<file path="src/rtl/spi_log_uart_tx.sv">
// ============================================================================
//  Module      : spi_log_uart_tx
//  Description : Byte FIFO plus 8N1 UART transmitter for the SPI sniffer log.
//                Counts bytes lost to overflow and, once space frees, inserts
//                a 0xDF marker so the host log shows where the gap is.
//  Revision    : 1.0  initial release
// ============================================================================
`timescale 1ns/1ps
`default_nettype none

module spi_log_uart_tx #(
    parameter int CLKS_PER_BIT = 104,
    parameter int FIFO_AW      = 6
) (
    input  logic               fifo_clk,
    input  logic               reset,
    input  logic [7:0]         data,
    input  logic               data_valid,
    output logic               tx,
    output logic               uart_busy,
    output logic [FIFO_AW:0]   fifo_level,
    output logic [7:0]         drop_count,
    output logic               overflow
);

    localparam int                 c_DEPTH      = 1 << FIFO_AW;
    localparam int                 c_BAUD_W     = $clog2(CLKS_PER_BIT);
    localparam logic [c_BAUD_W-1:0] c_BAUD_LOAD = c_BAUD_W'(CLKS_PER_BIT - 1);
    localparam logic [c_BAUD_W-1:0] c_BAUD_ONE  = c_BAUD_W'(1);
    localparam logic [FIFO_AW:0]   c_LEVEL_FULL = (FIFO_AW + 1)'(c_DEPTH);
    localparam logic [FIFO_AW:0]   c_LEVEL_ONE  = (FIFO_AW + 1)'(1);
    localparam logic [FIFO_AW-1:0] c_PTR_ONE    = FIFO_AW'(1);
    localparam logic [7:0]         c_GAP_MARKER = 8'hDF;

    typedef enum logic [1:0] {
        S_IDLE  = 2'd0,
        S_START = 2'd1,
        S_DATA  = 2'd2,
        S_STOP  = 2'd3
    } state_t;

    // FIFO storage and bookkeeping
    logic [7:0]         r_mem [0:c_DEPTH-1];
    logic [FIFO_AW-1:0] r_wr_ptr;
    logic [FIFO_AW-1:0] r_rd_ptr;
    logic [FIFO_AW:0]   r_level;
    logic [7:0]         r_drop_count;
    logic               r_drop_pending;

    // Transmitter state
    state_t             r_state;
    logic [7:0]         r_shift;
    logic [c_BAUD_W-1:0] r_baud;
    logic [2:0]         r_bit;
    logic               r_tx;
    logic               r_busy;

    logic               w_full;
    logic               w_empty;
    logic               w_push_data;
    logic               w_push_mark;
    logic               w_push;
    logic               w_drop;
    logic [7:0]         w_push_byte;
    logic [7:0]         w_head;
    logic               w_baud_done;
    logic               w_pop;
    logic               w_fsm_to_idle;
    logic [FIFO_AW:0]   w_level_next;

    // Full is taken from the current level, so a pop while full still refuses
    // a push in that same cycle.
    assign w_full      = (r_level == c_LEVEL_FULL);
    assign w_empty     = (r_level == '0);
    assign w_push_data = data_valid && !w_full && !r_drop_pending;
    assign w_drop      = data_valid && (w_full || r_drop_pending);
    // The marker only goes in on a cycle without a strobe, so it always lands
    // before any byte that arrives after the gap.
    assign w_push_mark = r_drop_pending && !w_full && !data_valid;
    assign w_push      = w_push_data || w_push_mark;
    assign w_push_byte = w_push_mark ? c_GAP_MARKER : data;
    assign w_head      = r_mem[r_rd_ptr];

    assign w_baud_done   = (r_baud == '0);
    assign w_pop         = !w_empty && ((r_state == S_IDLE) ||
                                        ((r_state == S_STOP) && w_baud_done));
    assign w_fsm_to_idle = w_empty && ((r_state == S_IDLE) ||
                                       ((r_state == S_STOP) && w_baud_done));

    // Occupancy after this cycle's push and pop
    always_comb begin
        w_level_next = r_level;
        if (w_push && !w_pop) begin
            w_level_next = r_level + c_LEVEL_ONE;
        end else if (!w_push && w_pop) begin
            w_level_next = r_level - c_LEVEL_ONE;
        end
    end

    // FIFO storage write port; contents need no reset
    always_ff @(posedge fifo_clk) begin
        if (w_push) begin
            r_mem[r_wr_ptr] <= w_push_byte;
        end
    end

    // FIFO pointers, occupancy and overflow accounting
    always_ff @(posedge fifo_clk or negedge reset) begin
        if (!reset) begin
            r_wr_ptr       <= '0;
            r_rd_ptr       <= '0;
            r_level        <= '0;
            r_drop_count   <= '0;
            r_drop_pending <= 1'b0;
        end else begin
            if (w_push) begin
                r_wr_ptr <= r_wr_ptr + c_PTR_ONE;
            end
            if (w_pop) begin
                r_rd_ptr <= r_rd_ptr + c_PTR_ONE;
            end
            r_level <= w_level_next;
            if (w_drop) begin
                r_drop_pending <= 1'b1;
                if (r_drop_count != 8'hFF) begin
                    r_drop_count <= r_drop_count + 8'd1;
                end
            end else if (w_push_mark) begin
                r_drop_pending <= 1'b0;
            end
        end
    end

    // UART framing FSM with registered line and busy outputs
    always_ff @(posedge fifo_clk or negedge reset) begin
        if (!reset) begin
            r_state <= S_IDLE;
            r_shift <= '0;
            r_baud  <= '0;
            r_bit   <= '0;
            r_tx    <= 1'b1;
            r_busy  <= 1'b0;
        end else begin
            r_busy <= (w_level_next != '0) || !w_fsm_to_idle;
            case (r_state)
                S_IDLE: begin
                    r_tx <= 1'b1;
                    if (!w_empty) begin
                        r_shift <= w_head;
                        r_baud  <= c_BAUD_LOAD;
                        r_state <= S_START;
                        r_tx    <= 1'b0;
                    end
                end
                S_START: begin
                    if (w_baud_done) begin
                        r_baud  <= c_BAUD_LOAD;
                        r_bit   <= 3'd0;
                        r_state <= S_DATA;
                        r_tx    <= r_shift[0];
                    end else begin
                        r_baud <= r_baud - c_BAUD_ONE;
                    end
                end
                S_DATA: begin
                    if (w_baud_done) begin
                        r_baud <= c_BAUD_LOAD;
                        if (r_bit == 3'd7) begin
                            r_state <= S_STOP;
                            r_tx    <= 1'b1;
                        end else begin
                            r_bit   <= r_bit + 3'd1;
                            r_shift <= {1'b0, r_shift[7:1]};
                            r_tx    <= r_shift[1];
                        end
                    end else begin
                        r_baud <= r_baud - c_BAUD_ONE;
                    end
                end
                S_STOP: begin
                    if (w_baud_done) begin
                        if (!w_empty) begin
                            // Chain straight into the next start bit, no idle gap
                            r_shift <= w_head;
                            r_baud  <= c_BAUD_LOAD;
                            r_state <= S_START;
                            r_tx    <= 1'b0;
                        end else begin
                            r_state <= S_IDLE;
                            r_tx    <= 1'b1;
                        end
                    end else begin
                        r_baud <= r_baud - c_BAUD_ONE;
                    end
                end
                default: begin
                    r_state <= S_IDLE;
                    r_tx    <= 1'b1;
                end
            endcase
        end
    end

    assign tx         = r_tx;
    assign uart_busy  = r_busy;
    assign fifo_level = r_level;
    assign drop_count = r_drop_count;
    assign overflow   = (r_drop_count != 8'd0);

endmodule

`default_nettype wire

</file>
<file path="config.mk">
export PLATFORM = sky130hd
export DESIGN_NAME = spi_log_uart_tx
export DESIGN_NICKNAME = d
export VERILOG_FILES = /design/src/rtl/spi_log_uart_tx.sv
export SDC_FILE = /design/constraint.sdc
export NUM_CORES = 1
export LEC_CHECK = 0
export ABC_AREA = 1
export BUFFER_PORTS_ARGS = -buffer_cell sky130_fd_sc_hd__buf_2
export CAP_MARGIN = 20
export CORE_ASPECT_RATIO = 2
export CORE_UTILIZATION = 50
export CTS_CLUSTER_DIAMETER = 120
export DETAILED_ROUTE_END_ITERATION = 10
export PLACE_DENSITY_LB_ADDON = 0.08
export SLEW_MARGIN = 20
export SYNTH_ARGS = -nofsm -noshare
export SYNTH_HDL_FRONTEND = slang
export SYNTH_SLANG_ARGS = --single-unit
</file>
<file path="constraint.sdc">
create_clock -name fifo_clk -period 3.9 [get_ports fifo_clk]
set_input_delay 0.585 -clock fifo_clk [delete_from_list [all_inputs] [get_ports fifo_clk]]
set_output_delay 0.585 -clock fifo_clk [all_outputs]
set_load 0.05 [all_outputs]
</file>
==> flow_metrics.env, run 1 <==
export IMPL_outcome="finished, final reports clean"
export IMPL_path_clk_slew_ns=0.07
export IMPL_fin_util_pct=56.7
export IMPL_cts_tree="yes"
export IMPL_yosysWarningCount=0
export IMPL_die_area_sq_um=48100
export IMPL_start_kind="flop"
export IMPL_drv_slew=0
export IMPL_cp_startpoint="fifo_level[0]"
export IMPL_antenna_found_initial=0
export IMPL_nets=2134
export IMPL_globalplace_congestion=0.865
export IMPL_r2r_slack_ns=0.92
export IMPL_n_antenna_cell=0
export IMPL_endpoint_kind="flop"
export IMPL_slowest_stage="nor2_1"
export IMPL_die_h_um=309
export IMPL_io_buffer_count=28
export IMPL_synth_area_sq_um=23600
export IMPL_skew_ns=0.0200
export IMPL_track_usage_pct=27.9
export IMPL_drc=0
export IMPL_grt_max_degree=151
export IMPL_r2r_end="r_mem[11][0]"
export IMPL_max_clock_freq_ghz=0.336
export IMPL_worst_path_buf_inv=1
export IMPL_async_flop_share_pct=8.90
export IMPL_grt_pass1_wl_um=96900
export IMPL_synthFlopType="edfxtp_1"
export IMPL_area_growth_pct=12.1
export IMPL_syn_avg_cell_area_sq_um=11.5
export IMPL_critPathMaxFanout=17
export IMPL_holdPathStages=3
export IMPL_core_area_sq_um=46700
export IMPL_num_vias=15571
export IMPL_h_tree_depth=2
export IMPL_start_util_pct=50.6
export IMPL_p_per_area_nw_per_um2=496
export IMPL_cts_buffers=47
export IMPL_dp_hpwl_um=42000
export IMPL_ir_drop_mv=0.421
export IMPL_viasPerCell=5.62
export IMPL_required_ns=4.10
export IMPL_period_needed_ns=2.98
export IMPL_clock_latency_ns=0.58
export IMPL_cts_buffer_depth=3
export IMPL_max_slew_margin_pct=25.8
export IMPL_r2r_start="fifo_level[0]"
export IMPL_ant_nets=0
export IMPL_synth_nets=2077
export IMPL_worstHoldPathType="input pin to flop"
export IMPL_worst_pin_slew_ns=1.11
export IMPL_layout_commonest_cell="nand2_1"
export IMPL_fin_crit_sh_pct=76.3
export IMPL_final_cell_mix="nand2_1 (546), edfxtp_1 (512), nand3_1 (238), nor2_1 (200), o21ai_0 (117)"
export IMPL_setup_viol=0
export IMPL_path_delay_family="simple AND/OR/NAND/NOR gates"
export IMPL_synth_seq_area_share_pct=70.5
export IMPL_wl_per_cell_um=23.3
export IMPL_root_buffer="clkbuf_16"
export IMPL_post_cts_buffers=0
export IMPL_worstHoldEndpoint="r_drop_pending"
export IMPL_cp_data_arrival_time_ns=3.18
export IMPL_path_class="flop to flop"
export IMPL_drt_pre_antenna_iters=5
export IMPL_overflow=0
export IMPL_synth_seq_cells=562
export IMPL_rsz0062_at_grt="no"
export IMPL_cp_depth=9
export IMPL_die_x_um=156
export IMPL_holdCritStartpoint="data_valid"
export IMPL_leakage_nw=9.63
export IMPL_synth_edf_count=512
export IMPL_cpPeakStageDelay_ns=0.72
export IMPL_dp_slack_ns=0.893
export IMPL_num_rows=112
export IMPL_ys_types=44
export IMPL_drive_gt1_share_pct=10.7
export IMPL_clock_sinks=562
export IMPL_first_global_vias=15816
export IMPL_max_cap_viol_count=0
export IMPL_worstRegToRegCells=9
export IMPL_drt_initial_drc_count=1194
export IMPL_tns_ns=0
export IMPL_finalWirelength_um=64700
export IMPL_ios=29
export IMPL_hold_viol=0
export IMPL_setup_slack_ns=0.924
export IMPL_crit_chain="inv_1 -> ha_1 -> nand2_2 -> nor2_4 -> nand3_1 -> nand2_1 -> nand2_4 -> nand4_1 -> nor2_1"
export IMPL_syn_instance_count=2051
==> how the worst max path moves through the flow <==
| stage | slack (ns) | end |
|---|---|---|
| final | 0.92 | r_mem[11][0] |
| after global routing | 0.73 | r_mem[3][0] |
| after CTS | 0.87 | r_mem[11][0] |
| after detailed placement | 0.89 | r_mem[59][7] |
| after global placement | 0.99 | r_mem[51][7] |
| after floorplan | 0.42 | r_mem[0][5] |
==> repair_timing <==
item	4_1_cts	5_1_grt
endpoints found under the hold margin	7	0
hold buffers	1	0
gates resized for setup	0	0
==> synthesized netlist by cell type, types with 2 or more instances <==
cell | number | share of area, %
nor2_1 | 202 | 3.2
or2_2 | 9 | 0.24
nand2_2 | 6 | 0.16
dfrtp_1 | 49 | 5.2
o211ai_1 | 40 | 1.3
inv_2 | 8 | 0.13
nand3_1 | 238 | 5.0
nand4_1 | 24 | 0.64
o21ai_0 | 117 | 2.5
clkbuf_1 | 30 | 0.48
xnor2_1 | 3 | 0.11
nand2_4 | 2 | 0.095
buf_6 | 4 | 0.19
ha_1 | 15 | 0.80
a32o_1 | 3 | 0.13
buf_4 | 16 | 0.51
inv_1 | 49 | 0.78
nor4_1 | 5 | 0.13
o22ai_1 | 26 | 0.69
clkinv_1 | 2 | 0.032
o21ai_1 | 7 | 0.15
xor2_1 | 15 | 0.56
a21boi_0 | 2 | 0.064
a21oi_1 | 24 | 0.51
buf_2 | 51 | 1.1
nand2_1 | 546 | 8.7
nor3_1 | 16 | 0.34
buf_1 | 7 | 0.11
a21boi_1 | 5 | 0.16
nor2_4 | 2 | 0.095
nor2_2 | 4 | 0.11
edfxtp_1 | 512 | 65
==> final cells by class <==
cell class	instances	area, sq um
multi-input cells	1321	6190
well taps	627	785
clock buffers	52	1220
flip-flops and latches	562	16600
clock inverters	34	448
inverters	60	235
fillers	3951	20200
repair buffers	116	941
==> cell families after synthesis <==
group | Yosys count | synth area share (%)
AO/OA/AOI/OAI | 230 | 5.71
buffers and inverters | 168 | 3.34
AND/OR/NAND/NOR | 1058 | 19.0
adder cells (fa/ha/maj) | 15 | 0.796
XOR/XNOR | 18 | 0.668
flip-flops | 562 | 70.5
==> per-layer routing <==
metal	GRT usage [%]	vias to the layer above	wire length (um)
met4	14.5	0	3580
met5	0	-	0
met3	2.17	156	2500
met2	52.6	462	35600
li1	-	7327	-
met1	30.8	7626	23000
==> registers in the layout, indices dropped and copies added (netlist names), 3 cells and up <==
register,count
drop_count,8
r_wr_ptr,6
r_rd_ptr,6
r_bit,3
r_shift,8
r_mem,512
r_baud,7
fifo_level,7
==> through the flow <==
step           hold slack, ns  area (sq um)  power (mW)  instances
2_1_floorplan           0.289         23600        7.67       2051
3_3_place_gp            0.467         24800        8.15       2685
3_5_place_dp            0.470         24800        8.16       2685
4_1_cts                 0.356         26400        13.2       2772
5_1_grt                 0.396         26400        13.5       2772
6_report                0.362         26400        13.1       2772
==> worst register-to-register path, delay by kind of cell (launching register included) <==
kind / cells / cell delay (ns)
buf+inv: 1 / 0.11
fa+ha+maj: 1 / 0.24
simple gates: 7 / 1.83
flops: 1 / 0.43
==> power by group <==
part | switching, mW | leakage, nW | internal (mW)
Clock | 2.17 | 0.796 | 2.93
Sequential | 0.147 | 5.20 | 6.82
Combinational | 0.816 | 3.63 | 0.240
No activity file was read; power rests on OpenSTA's default activity.
==> run 2, diff against run 1 <==
==> constraint.sdc (replaced) <==
create_clock -name fifo_clk -period 2.8 [get_ports fifo_clk]
set_input_delay 0.42 -clock fifo_clk [delete_from_list [all_inputs] [get_ports fifo_clk]]
set_output_delay 0.42 -clock fifo_clk [all_outputs]
set_load 0.05 [all_outputs]
==> flow_metrics.env, run 2 (synthesis gave the netlist of run 1 again) <==
export IMPL_first_global_vias=15724
export IMPL_cts_buffer_depth=3
export IMPL_core_area_sq_um=46700
export IMPL_skew_ns=0.0355
export IMPL_die_area_sq_um=48100
export IMPL_grt_pass1_wl_um=95900
export IMPL_dp_slack_ns=0.368
export IMPL_h_tree_depth=2
export IMPL_fillers=3933
export IMPL_finalWirelength_um=64000
export IMPL_path_clk_slew_ns=0.07
export IMPL_dp_hpwl_um=39800
export IMPL_n_antenna_cell=0
export IMPL_area_growth_pct=13.0
export IMPL_endpoint_kind="flop"
export IMPL_period_needed_ns=2.46
export IMPL_num_vias=15761
export IMPL_fin_crit_sh_pct=88.0
export IMPL_worst_pin_slew_ns=0.674
export IMPL_setup_viol=0
export IMPL_fin_util_pct=57.1
export IMPL_num_rows=112
export IMPL_rsz0062_at_grt="no"
export IMPL_max_clock_freq_ghz=0.406
export IMPL_cts_tree="yes"
export IMPL_layout_commonest_cell="nand2_1"
export IMPL_ios=29
export IMPL_outcome="finished, final reports clean"
export IMPL_grt_max_degree=128
export IMPL_largest_reg_flops=512
export IMPL_drv_slew=0
export IMPL_start_util_pct=50.6
export IMPL_globalplace_congestion=0.855
export IMPL_p_total_mw=17.9
export IMPL_post_cts_buffers=0
export IMPL_hold_viol=0
export IMPL_ir_drop_mv=0.589
export IMPL_max_slew_margin_pct=55.1
export IMPL_required_ns=3.33
export IMPL_clock_latency_ns=0.60
export IMPL_nets=2163
export IMPL_path_class="flop to flop"
export IMPL_setup_slack_ns=0.336
export IMPL_max_cap_viol_count=0
export IMPL_clock_sinks=562
export IMPL_cts_buffers=47
export IMPL_ant_nets=0
export IMPL_die_x_um=156
export IMPL_critPathMaxFanout=49
export IMPL_final_area_sq_um=26600
export IMPL_cp_data_arrival_time_ns=2.99
export IMPL_drc=0
export IMPL_regMostFlops="r_mem"
export IMPL_placed_area_sq_um=25100
export IMPL_drt_pre_antenna_iters=7
export IMPL_final_cell_mix="nand2_1 (546), edfxtp_1 (512), nand3_1 (238), nor2_1 (200), o21ai_0 (117)"
export IMPL_antenna_found_initial=0
export IMPL_track_usage_pct=27.5
export IMPL_drt_initial_drc_count=1296
export IMPL_wl_per_cell_um=22.8
export IMPL_p_per_area_nw_per_um2=672
export IMPL_viasPerCell=5.62
export IMPL_die_h_um=309
export IMPL_overflow=0
export IMPL_leakage_nw=9.77
export IMPL_start_kind="flop"
export IMPL_root_buffer="clkbuf_16"
export IMPL_drive_gt1_share_pct=12.1
export IMPL_tns_ns=0
export IMPL_worstHoldPathType="input pin to flop"
export IMPL_io_buffer_count=28
-- run 2: metrics by stage --
stage / hold slack (ns) / std cells
after floorplan: 0.124 / 2051
after global placement: 0.323 / 2714
after detailed placement: 0.323 / 2714
after CTS: 0.170 / 2803
after global routing: 0.216 / 2803
final: 0.187 / 2803
-- run 2: repair_timing --
item                      CTS  global route
resized for setup           0             0
hold endpoints to repair   11             0
hold buffers                1             0
-- run 2: path summary, 6_finish.rpt --
path | start | endpoint | slack, ns | depth (start not counted)
min in group asynchronous | reset | r_baud[5] | 0.36 | 2
max | r_rd_ptr[0] | r_shift[5] | 0.34 | 10
max in group asynchronous | reset | r_rd_ptr[1] | 1.74 | 3
min reg2reg | r_shift[6] | r_shift[6] | 0.49 | 2
max reg2reg | r_rd_ptr[0] | r_shift[5] | 0.34 | 10
min | data_valid | r_drop_pending | 0.19 | 3
-- run 2: routing by layer --
layer	vias to the layer above	global-route usage, %	routed length, um
met5	-	0	0
met4	0	15.3	3770
met3	149	2.52	2850
met2	467	50.8	34400
met1	7770	30.8	23000
li1	7375	-	-
-- run 2: cell type report --
class | count | area (sq um) | share of cell area [%]
Clock inverter | 30 | 308 | 1.16
Multi-Input combinational cell | 1321 | 6190 | 23.2
Sequential cell | 562 | 16600 | 62.4
Timing Repair Buffer | 145 | 1230 | 4.63
Inverter | 60 | 235 | 0.883
Tap cell | 627 | 785 | 2.94
Clock buffer | 58 | 1260 | 4.72
-- run 2: critical path: stages (launching register included) --
cell and delay, ns:
dfrtp_4 0.53, inv_6 0.25, buf_12 0.27, nor2_1 0.07
o211ai_1 0.49, nand4_1 0.30, nand3_1 0.20, nand2_1 0.07
nand2_1 0.05, nand2_1 0.05, nand2_1 0.06
-- run 2: power breakdown --
group / leakage, nW / total (mW) / internal, mW / switching (mW)
logic: 3.80 / 1.49 / 0.362 / 1.12
clock network: 0.766 / 6.71 / 3.69 / 3.02
registers: 5.20 / 9.71 / 9.50 / 0.205
